File: src/rtl/hazard_scoreboard.sv
// hazard_scoreboard: tracks in-flight register writes and derives stall and
// forward-select decisions for the two decode source operands.
module hazard_scoreboard #(
    parameter int REG_AW     = 5,
    parameter int STAGES     = 3,
    parameter int LOAD_STAGE = 1,
    parameter int FWD_EN     = 1,
    localparam int FW        = $clog2(STAGES + 1)
) (
    input  logic              clk_i,
    input  logic              rst_ni,
    input  logic              id_valid_i,
    input  logic [REG_AW-1:0] id_rs_i,
    input  logic [REG_AW-1:0] id_rt_i,
    input  logic              id_rs_used_i,
    input  logic              id_rt_used_i,
    input  logic              id_wr_en_i,
    input  logic [REG_AW-1:0] id_wr_reg_i,
    input  logic              id_is_load_i,
    input  logic              flush_i,
    output logic              stall_o,
    output logic [FW-1:0]     fwd_a_o,
    output logic [FW-1:0]     fwd_b_o,
    output logic [FW-1:0]     in_flight_o,
    output logic [15:0]       stall_cnt_o
);
    logic [STAGES-1:0]             v_q, v_d, wr_q, wr_d, ld_q, ld_d;
    logic [STAGES-1:0][REG_AW-1:0] reg_q, reg_d;
    logic [15:0]                   cnt_q, cnt_d;
    logic                          hz_a, hz_b, issue;
    logic [FW-1:0]                 in_flight;

    // Scans oldest to youngest so the youngest matching writer wins.
    function automatic logic [FW:0] lookup(input logic used, input logic [REG_AW-1:0] r);
        logic          hz;
        logic [FW-1:0] sel;
        hz  = 1'b0;
        sel = '0;
        for (int i = STAGES - 1; i >= 0; i--) begin
            if (used && r != '0 && v_q[i] && wr_q[i] && reg_q[i] == r) begin
                if (FWD_EN != 0) begin
                    hz  = ld_q[i] && i < LOAD_STAGE;
                    sel = hz ? '0 : FW'(i + 1);
                end else begin
                    hz  = i < STAGES - 1;
                    sel = hz ? '0 : FW'(STAGES);
                end
            end
        end
        return {hz, sel};
    endfunction

    assign {hz_a, fwd_a_o} = lookup(id_rs_used_i, id_rs_i);
    assign {hz_b, fwd_b_o} = lookup(id_rt_used_i, id_rt_i);
    assign stall_o         = (hz_a | hz_b) & id_valid_i & ~flush_i;
    assign issue           = id_valid_i & ~stall_o & ~flush_i;
    assign in_flight_o     = in_flight;
    assign stall_cnt_o     = cnt_q;

    always_comb begin
        in_flight = '0;
        for (int i = 0; i < STAGES; i++) in_flight = in_flight + FW'(v_q[i] & wr_q[i]);
    end

    // Entries always advance; flush kills the stage-0 entry as it moves to stage 1.
    always_comb begin
        v_d    = {v_q[STAGES-2:0], issue};
        v_d[1] = v_q[0] & ~flush_i;
        wr_d   = {wr_q[STAGES-2:0], id_wr_en_i && id_wr_reg_i != '0};
        ld_d   = {ld_q[STAGES-2:0], id_is_load_i};
        reg_d  = {reg_q[STAGES-2:0], id_wr_reg_i};
        cnt_d  = (stall_o && cnt_q != 16'hFFFF) ? cnt_q + 16'd1 : cnt_q;
    end

    always_ff @(posedge clk_i or negedge rst_ni) begin
        if (!rst_ni) begin
            v_q   <= '0;
            wr_q  <= '0;
            ld_q  <= '0;
            reg_q <= '0;
            cnt_q <= '0;
        end else begin
            v_q   <= v_d;
            wr_q  <= wr_d;
            ld_q  <= ld_d;
            reg_q <= reg_d;
            cnt_q <= cnt_d;
        end
    end
endmodule

File: config.mk
export PLATFORM = sky130hd
export DESIGN_NAME = hazard_scoreboard
export DESIGN_NICKNAME = d
export VERILOG_FILES = /design/src/rtl/hazard_scoreboard.sv
export SDC_FILE = /design/constraint.sdc
export NUM_CORES = 1
export LEC_CHECK = 0
export CORE_MARGIN = 1.5
export CORE_UTILIZATION = 40
export DETAILED_ROUTE_END_ITERATION = 6
export GPL_TIMING_DRIVEN = 0
export HOLD_SLACK_MARGIN = 0.15
export PLACE_DENSITY = 0.76
export SLEW_MARGIN = 25
export SYNTH_ARGS = -nofsm -noshare
export SYNTH_HDL_FRONTEND = slang
export SYNTH_SLANG_ARGS = --single-unit
File: constraint.sdc
create_clock -name clk_i -period 3.17 [get_ports clk_i]
set_input_delay 0.634 -clock clk_i [delete_from_list [all_inputs] [get_ports clk_i]]
set_output_delay 0.634 -clock clk_i [all_outputs]
set_load 0.02 [all_outputs]
==> impl_metrics.toml, run 1 <==
[cells_and_area]
final_nets = 241
drive_above_1_share = 0.152
multi_input_area_um2 = 936
post-route-util = 0.574
fillers = 373
syn2layout_area_growth_pct = 35.2
final-seq-area_um2 = 951
diodes = 0
design_area_um2 = 2550

[synthesis]
synth_edf_count = 0
synth.area.top_cells = "dfrtp_1 (50%), xnor2_1 (14%), xor2_1 (7.0%), nand4_1 (3.0%), nor3_2 (2.1%)"
synth_top_cell_area_share = 0.504
ys_seq_area_frac = 0.504
syn_area_um2 = 1890
syn_nets = 188
postSynthCellCount = 163
avgSynthCellArea_um2 = 11.6
async_flop_share = 1.00
synth_area_leader_cell = "dfrtp_1"
ys_seq_elements = 38
synth.distinct_cells = 33
ys_warn_count = 0
synth_flop_cell = "dfrtp_1"

[timing]
hold_viol = 0
tightest_slew_ns = 0.389
fmax_ghz = 0.324
maxSlewViolCount = 0
max-slew-margin-rel = 0.741
skew_ns = 0.00175
finalCritPeriodShare = 0.975
period_minus_slack_ns = 3.09
tns_ns = 0
rsz0062_at_grt = "false"
setup_viol = 0

[setup_path]
max_stage_delay_ns = 0.53
cp-end-kind = "output pin"
slowest_stage = "or4_4"
r2r_cells = 7
worstPathArrival_ns = 2.46
cp-start-kind = "input port"
rr_startpoint = "stall_cnt_o[0]"
critPathMaxFanout = 7
r2r_end = "stall_cnt_o[1]"
rrSetupSlack_ns = 0.93
crit_chain = "clkdlybuf4s15_1, or4_4, o21ai_4, nor4_4, or2_1, buf_6, and3_2, buf_2"
worst-setup-path-type = "in -> out"
required_ns = 2.54

[die]
fp.dieH_um = 71.7
core_area_um2 = 4440
ioPinCount = 46
die_area_um2 = 5140
dieWidth_um = 71.7
rows = 24
floorplan.initialDensity = 0.425

[worst_hold_path]
hold_class = "in -> async"

[cts]
insertion_delay_ns = 0.28
cts_max_level = 2
ctsLongestPathBuffers = 2
cts.sinks = 38
cts_tree = "done"
clkSlewWorstSetupHoldPaths_ns = 0.07
numCtsBuffers = 5
cts_setup_buffers = 0
ctsRootBufferMaster = "clkbuf_8"

[routing]
met1_length_um = 1790
viasPerCell = 5.09
maxUsedRoutingLayer = "met4"
wl_um = 3760
postRouteAntennaNets = 0
vias = 1369
wl_per_cell_um = 14.0
wl_met2_um = 1800
drc = 0
met3_length_um = 139
firstDrtPassIters = 6
drt_iter0_markers = 52

[status]
status = "complete, no violations"

[global_routing]
grt_pass1_wl_um = 6420
grt_pass1_vias = 1385
antenna_found_initial = 0
gr-usage-all-layers = 0.162
grt_max_degree = 24
grt_overflow_total = 0

[power]
power_mw = 1.02
ir_drop_uv = 216
p_leak_nw = 1.12
power-per-cell-area_nw_per_um2 = 399

[placement]
portBuffers = 45
gp_congestion = 0.831
placed_area_um2 = 2420
dp_hpwl_um = 2890

[job]
maxCapViolCount = 0
power by group:
| part | switching, mW | internal, mW | total (mW) |
|---|---|---|---|
| Combinational | 0.0502 | 0.0557 | 0.106 |
| Sequential | 0.0141 | 0.499 | 0.513 |
| Clock | 0.164 | 0.235 | 0.399 |
| Total | 0.229 | 0.790 | 1.02 |
timing repair:
item                                    in CTS  in global routing
hold buffers                                 0                  0
endpoints found under the setup margin       5                  3
resized for setup                           30                  5
pin swaps                                    4                  2
cells in the final DEF (no fill, tap or decap), types with 2 or more instances in the layout:
cell type and count:
buf_6 2, or4_1 3, a21oi_1 3, xor2_1 15, or4_4 2, clkbuf_8 5
clkbuf_2 3, xnor2_1 30, nand3_1 7, dlygate4sd2_1 8, or4_2 2, dfrtp_1 38
nor4_4 2, nand2_1 10, nor2b_1 2, nor3_2 4, clkdlybuf4s15_1 2, inv_1 6
nand4_1 9, buf_2 2, clkdlybuf4s50_1 29, nor2_1 7, o21ai_4 2, and3_1 2
worst max-delay path, delay by kind of cell:
family	cells	cell delay (ns)
AND/OR/NAND/NOR	4	1.06
buffers and inverters	3	0.55
AO/OA/AOI/OAI	1	0.18
registers in the layout (all words and copies together), names as in the netlist:
register	count
ld_q	1
reg_d	10
reg_q	5
stall_cnt_o	16
v_q	3
wr_q	3
per-stage QoR:
step | std cells | hold slack (ns) | setup WS [ns]
after floorplan | 163 | 0.338 | 0.519
after global placement | 260 | 0.360 | -0.624
after detailed placement | 261 | 0.360 | -0.637
after CTS | 269 | 0.270 | 0.0108
after global routing | 269 | 0.283 | 0.00252
final | 269 | 0.268 | 0.0790
per-layer routing:
layer / vias up / GRT usage
met5: - / 0
met4: 0 / 0.0545
met3: 2 / 0.0338
met2: 32 / 0.261
met1: 663 / 0.217
li1: 672 / -
kinds of logic (layout without fill, tap and decap cells):
| family | after synthesis | after routing | synth area share |
|---|---|---|---|
| DFF | 38 | 38 | 0.504 |
| muxes | 1 | 1 | 0.00597 |
| xor gates and xnor gates | 45 | 45 | 0.209 |
| and+or+nand+nor | 57 | 57 | 0.186 |
| buffers and inverters | 8 | 62 | 0.0239 |
| AOI/OAI and AO/OA | 12 | 12 | 0.0544 |
| adders and majority gates | 2 | 2 | 0.0172 |
worst max path at each step:
| stage | startpoint | end | slack, ns | cells past startpoint |
|---|---|---|---|---|
| 3_3_place_gp | id_rt_i[0] | stall_o | -0.62 | 8 |
| 3_5_place_dp | id_rt_i[0] | stall_o | -0.64 | 8 |
| 5_1_grt | id_rt_i[0] | fwd_b_o[0] | 0.003 | 7 |
| 6_report | id_rs_i[3] | stall_o | 0.08 | 8 |
| 2_1_floorplan | id_rs_i[1] | stall_o | 0.52 | 6 |
| 4_1_cts | id_rs_used_i | fwd_a_o[0] | 0.01 | 6 |
area by class of cell:
type / count / area share
Buffer: 2 / 0.00883
Clock buffer: 6 / 0.0284
Clock inverter: 2 / 0.0147
Inverter: 6 / 0.00883
Multi-Input combinational cell: 117 / 0.367
Sequential cell: 38 / 0.373
Tap cell: 52 / 0.0255
Timing Repair Buffer: 46 / 0.174
synth_stat cells (all sizes together), types with 3 or more instances:
master,instances
nor4,3
inv,6
a21oi,3
nor3,4
nand2,10
nand4,9
and3,3
nand3,7
or4,7
nor2,7
dfrtp,38
xnor2,30
xor2,15
Note: power is estimated with default switching activity, not from simulation.
==> run 2, diff against run 1 <==
CORE_MARGIN = 2   (was 1.5)
==> run 2 against run 1 <==
Against the previous run:
- count of clock-buffer cells in the layout is the same
- combinational power is essentially flat
- first-iteration DRC count increased by 54%
- utilization is 0.62 points lower
- sequential share of layout area increased by 0.41 points
- maximum frequency is 0.17% lower
- global-route usage increased by 0.51 points
- cell area fell by 1.1%
- clock skew rose by 0.0063 ns
- largest cell class unchanged
==> impl_metrics.toml, run 2 (same netlist as run 1, synthesis figures left out) <==
[setup_path]
rr_startpoint = "stall_cnt_o[0]"
crit_chain = "clkdlybuf4s15_2, or4_4, o21ai_4, nor4_4, or2_1, buf_6, and3_2, buf_2"
cp-end-kind = "output pin"
max_stage_delay_ns = 0.56
rrSetupSlack_ns = 0.92
required_ns = 2.54
path_delay_family = "simple AND/OR/NAND/NOR gates"
worst-setup-path-type = "in -> out"
cp_num_buf_inv = 3
slowest_stage = "or4_4"
r2r_cells = 7
cp-start-kind = "input port"
critPathMaxFanout = 7
r2r_end = "stall_cnt_o[1]"
worstPathArrival_ns = 2.46

[routing]
drc = 0
postRouteAntennaNets = 0
wl_um = 3970
wl_per_cell_um = 14.8
drt_iter0_markers = 80
vias = 1390
viasPerCell = 5.17
firstDrtPassIters = 4

[power]
power-per-cell-area_nw_per_um2 = 382
p_leak_nw = 1.11
power_mw = 0.964
ir_drop_uv = 237

[placement]
dp_hpwl_um = 3020
gp_congestion = 0.842
placed_area_um2 = 2420
portBuffers = 45
post-place-ws_ns = -0.651

[global_routing]
grt_overflow_total = 0
use_met2 = 0.247
antenna_found_initial = 0
grt_pass1_wl_um = 6670
top_usage_layer = "met2"
gr-usage-all-layers = 0.167
grt_use_met1 = 0.236
grt_max_degree = 24
use_met3 = 0.0359
grt_pass1_vias = 1375

[cells_and_area]
largest_reg_flops = 16
final_common_cell = "dfrtp_1"
design_area_um2 = 2520
diodes = 0
drive_above_1_share = 0.166
post-route-util = 0.568
mostFrequentLayoutCells = "dfrtp_1 (38), xnor2_1 (30), clkdlybuf4s50_1 (29)"
syn2layout_area_growth_pct = 33.8
fillers = 386
final_nets = 241

[timing]
period_minus_slack_ns = 3.10
tightest_slew_ns = 0.382
holdWs_ns = 0.258
fmax_ghz = 0.323
setup_viol = 0
maxSlewViolCount = 0
layout_setup_ws_ns = 0.0739
skew_ns = 0.00802
max-slew-margin-rel = 0.744
finalCritPeriodShare = 0.977
hold_viol = 0

[cts]
cts_max_level = 2
numCtsBuffers = 5
ctsLongestPathBuffers = 2
clkSlewWorstSetupHoldPaths_ns = 0.08
cts_setup_buffers = 0
ctsRootBufferMaster = "clkbuf_8"
insertion_delay_ns = 0.29
cts_tree = "done"
cts.sinks = 38

[job]
maxCapViolCount = 0

[die]
die_area_um2 = 5280
core_area_um2 = 4440
dieWidth_um = 72.7
rows = 24
floorplan.initialDensity = 0.425
ioPinCount = 46
fp.dieH_um = 72.7

[status]
status = "complete, no violations"

[worst_hold_path]
hold_class = "in -> async"
run 2: cell count changes in the layout (fill, tap and decap cells not counted), sizes merged:
cell,delta
clkinv,+1
clkdlybuf4s15,-1
clkbuf,+2
dlygate4sd2,-1
bufinv,-1
run 2: what timing repair did:
action,4_1_cts,5_1_grt
setup endpoints to repair,5,3
pin swaps,5,3
gates resized for setup,27,11
hold buffers,0,0
run 2: how the worst max path moves through the flow:
stage               slack (ns)         end  cells after the start         start
floorplan                 0.52     stall_o                      6    id_rs_i[1]
global placement         -0.62     stall_o                      8    id_rt_i[0]
detailed placement       -0.65     stall_o                      8    id_rt_i[0]
CTS                      0.002  fwd_a_o[0]                      6  id_rs_used_i
global route            -0.006     stall_o                      8    id_rt_i[1]
finish                    0.07     stall_o                      8    id_rt_i[1]
run 2: final cells by class:
cell class / instances / area (um^2) / area share
Multi-Input combinational cell: 117 / 931 / 0.369
Clock inverter: 2 / 12.5 / 0.00496
Timing Repair Buffer: 46 / 437 / 0.173
Sequential cell: 38 / 951 / 0.377
Clock buffer: 6 / 82.6 / 0.0327
Inverter: 6 / 22.5 / 0.00892
Buffer: 2 / 22.5 / 0.00892
Tap cell: 52 / 65.1 / 0.0258
run 2: report_power, final:
group          total, mW  internal (mW)  switching, mW
Combinational      0.107         0.0553         0.0514
Clock              0.345          0.175          0.170
Sequential         0.513          0.499         0.0139
Total              0.964          0.729          0.235
run 2: layer usage:
layer	share of wire	routed length, um
met1	0.47	1880
met2	0.47	1880
met3	0.036	143
met4	0.016	62
met5	0	0
run 2: per-stage QoR:
stage | cells | setup TNS [ns]
5_1_grt | 269 | -0.00598
6_report | 269 | 0
2_1_floorplan | 163 | 0
3_5_place_dp | 261 | -2.29
4_1_cts | 269 | 0
3_3_place_gp | 260 | -2.21
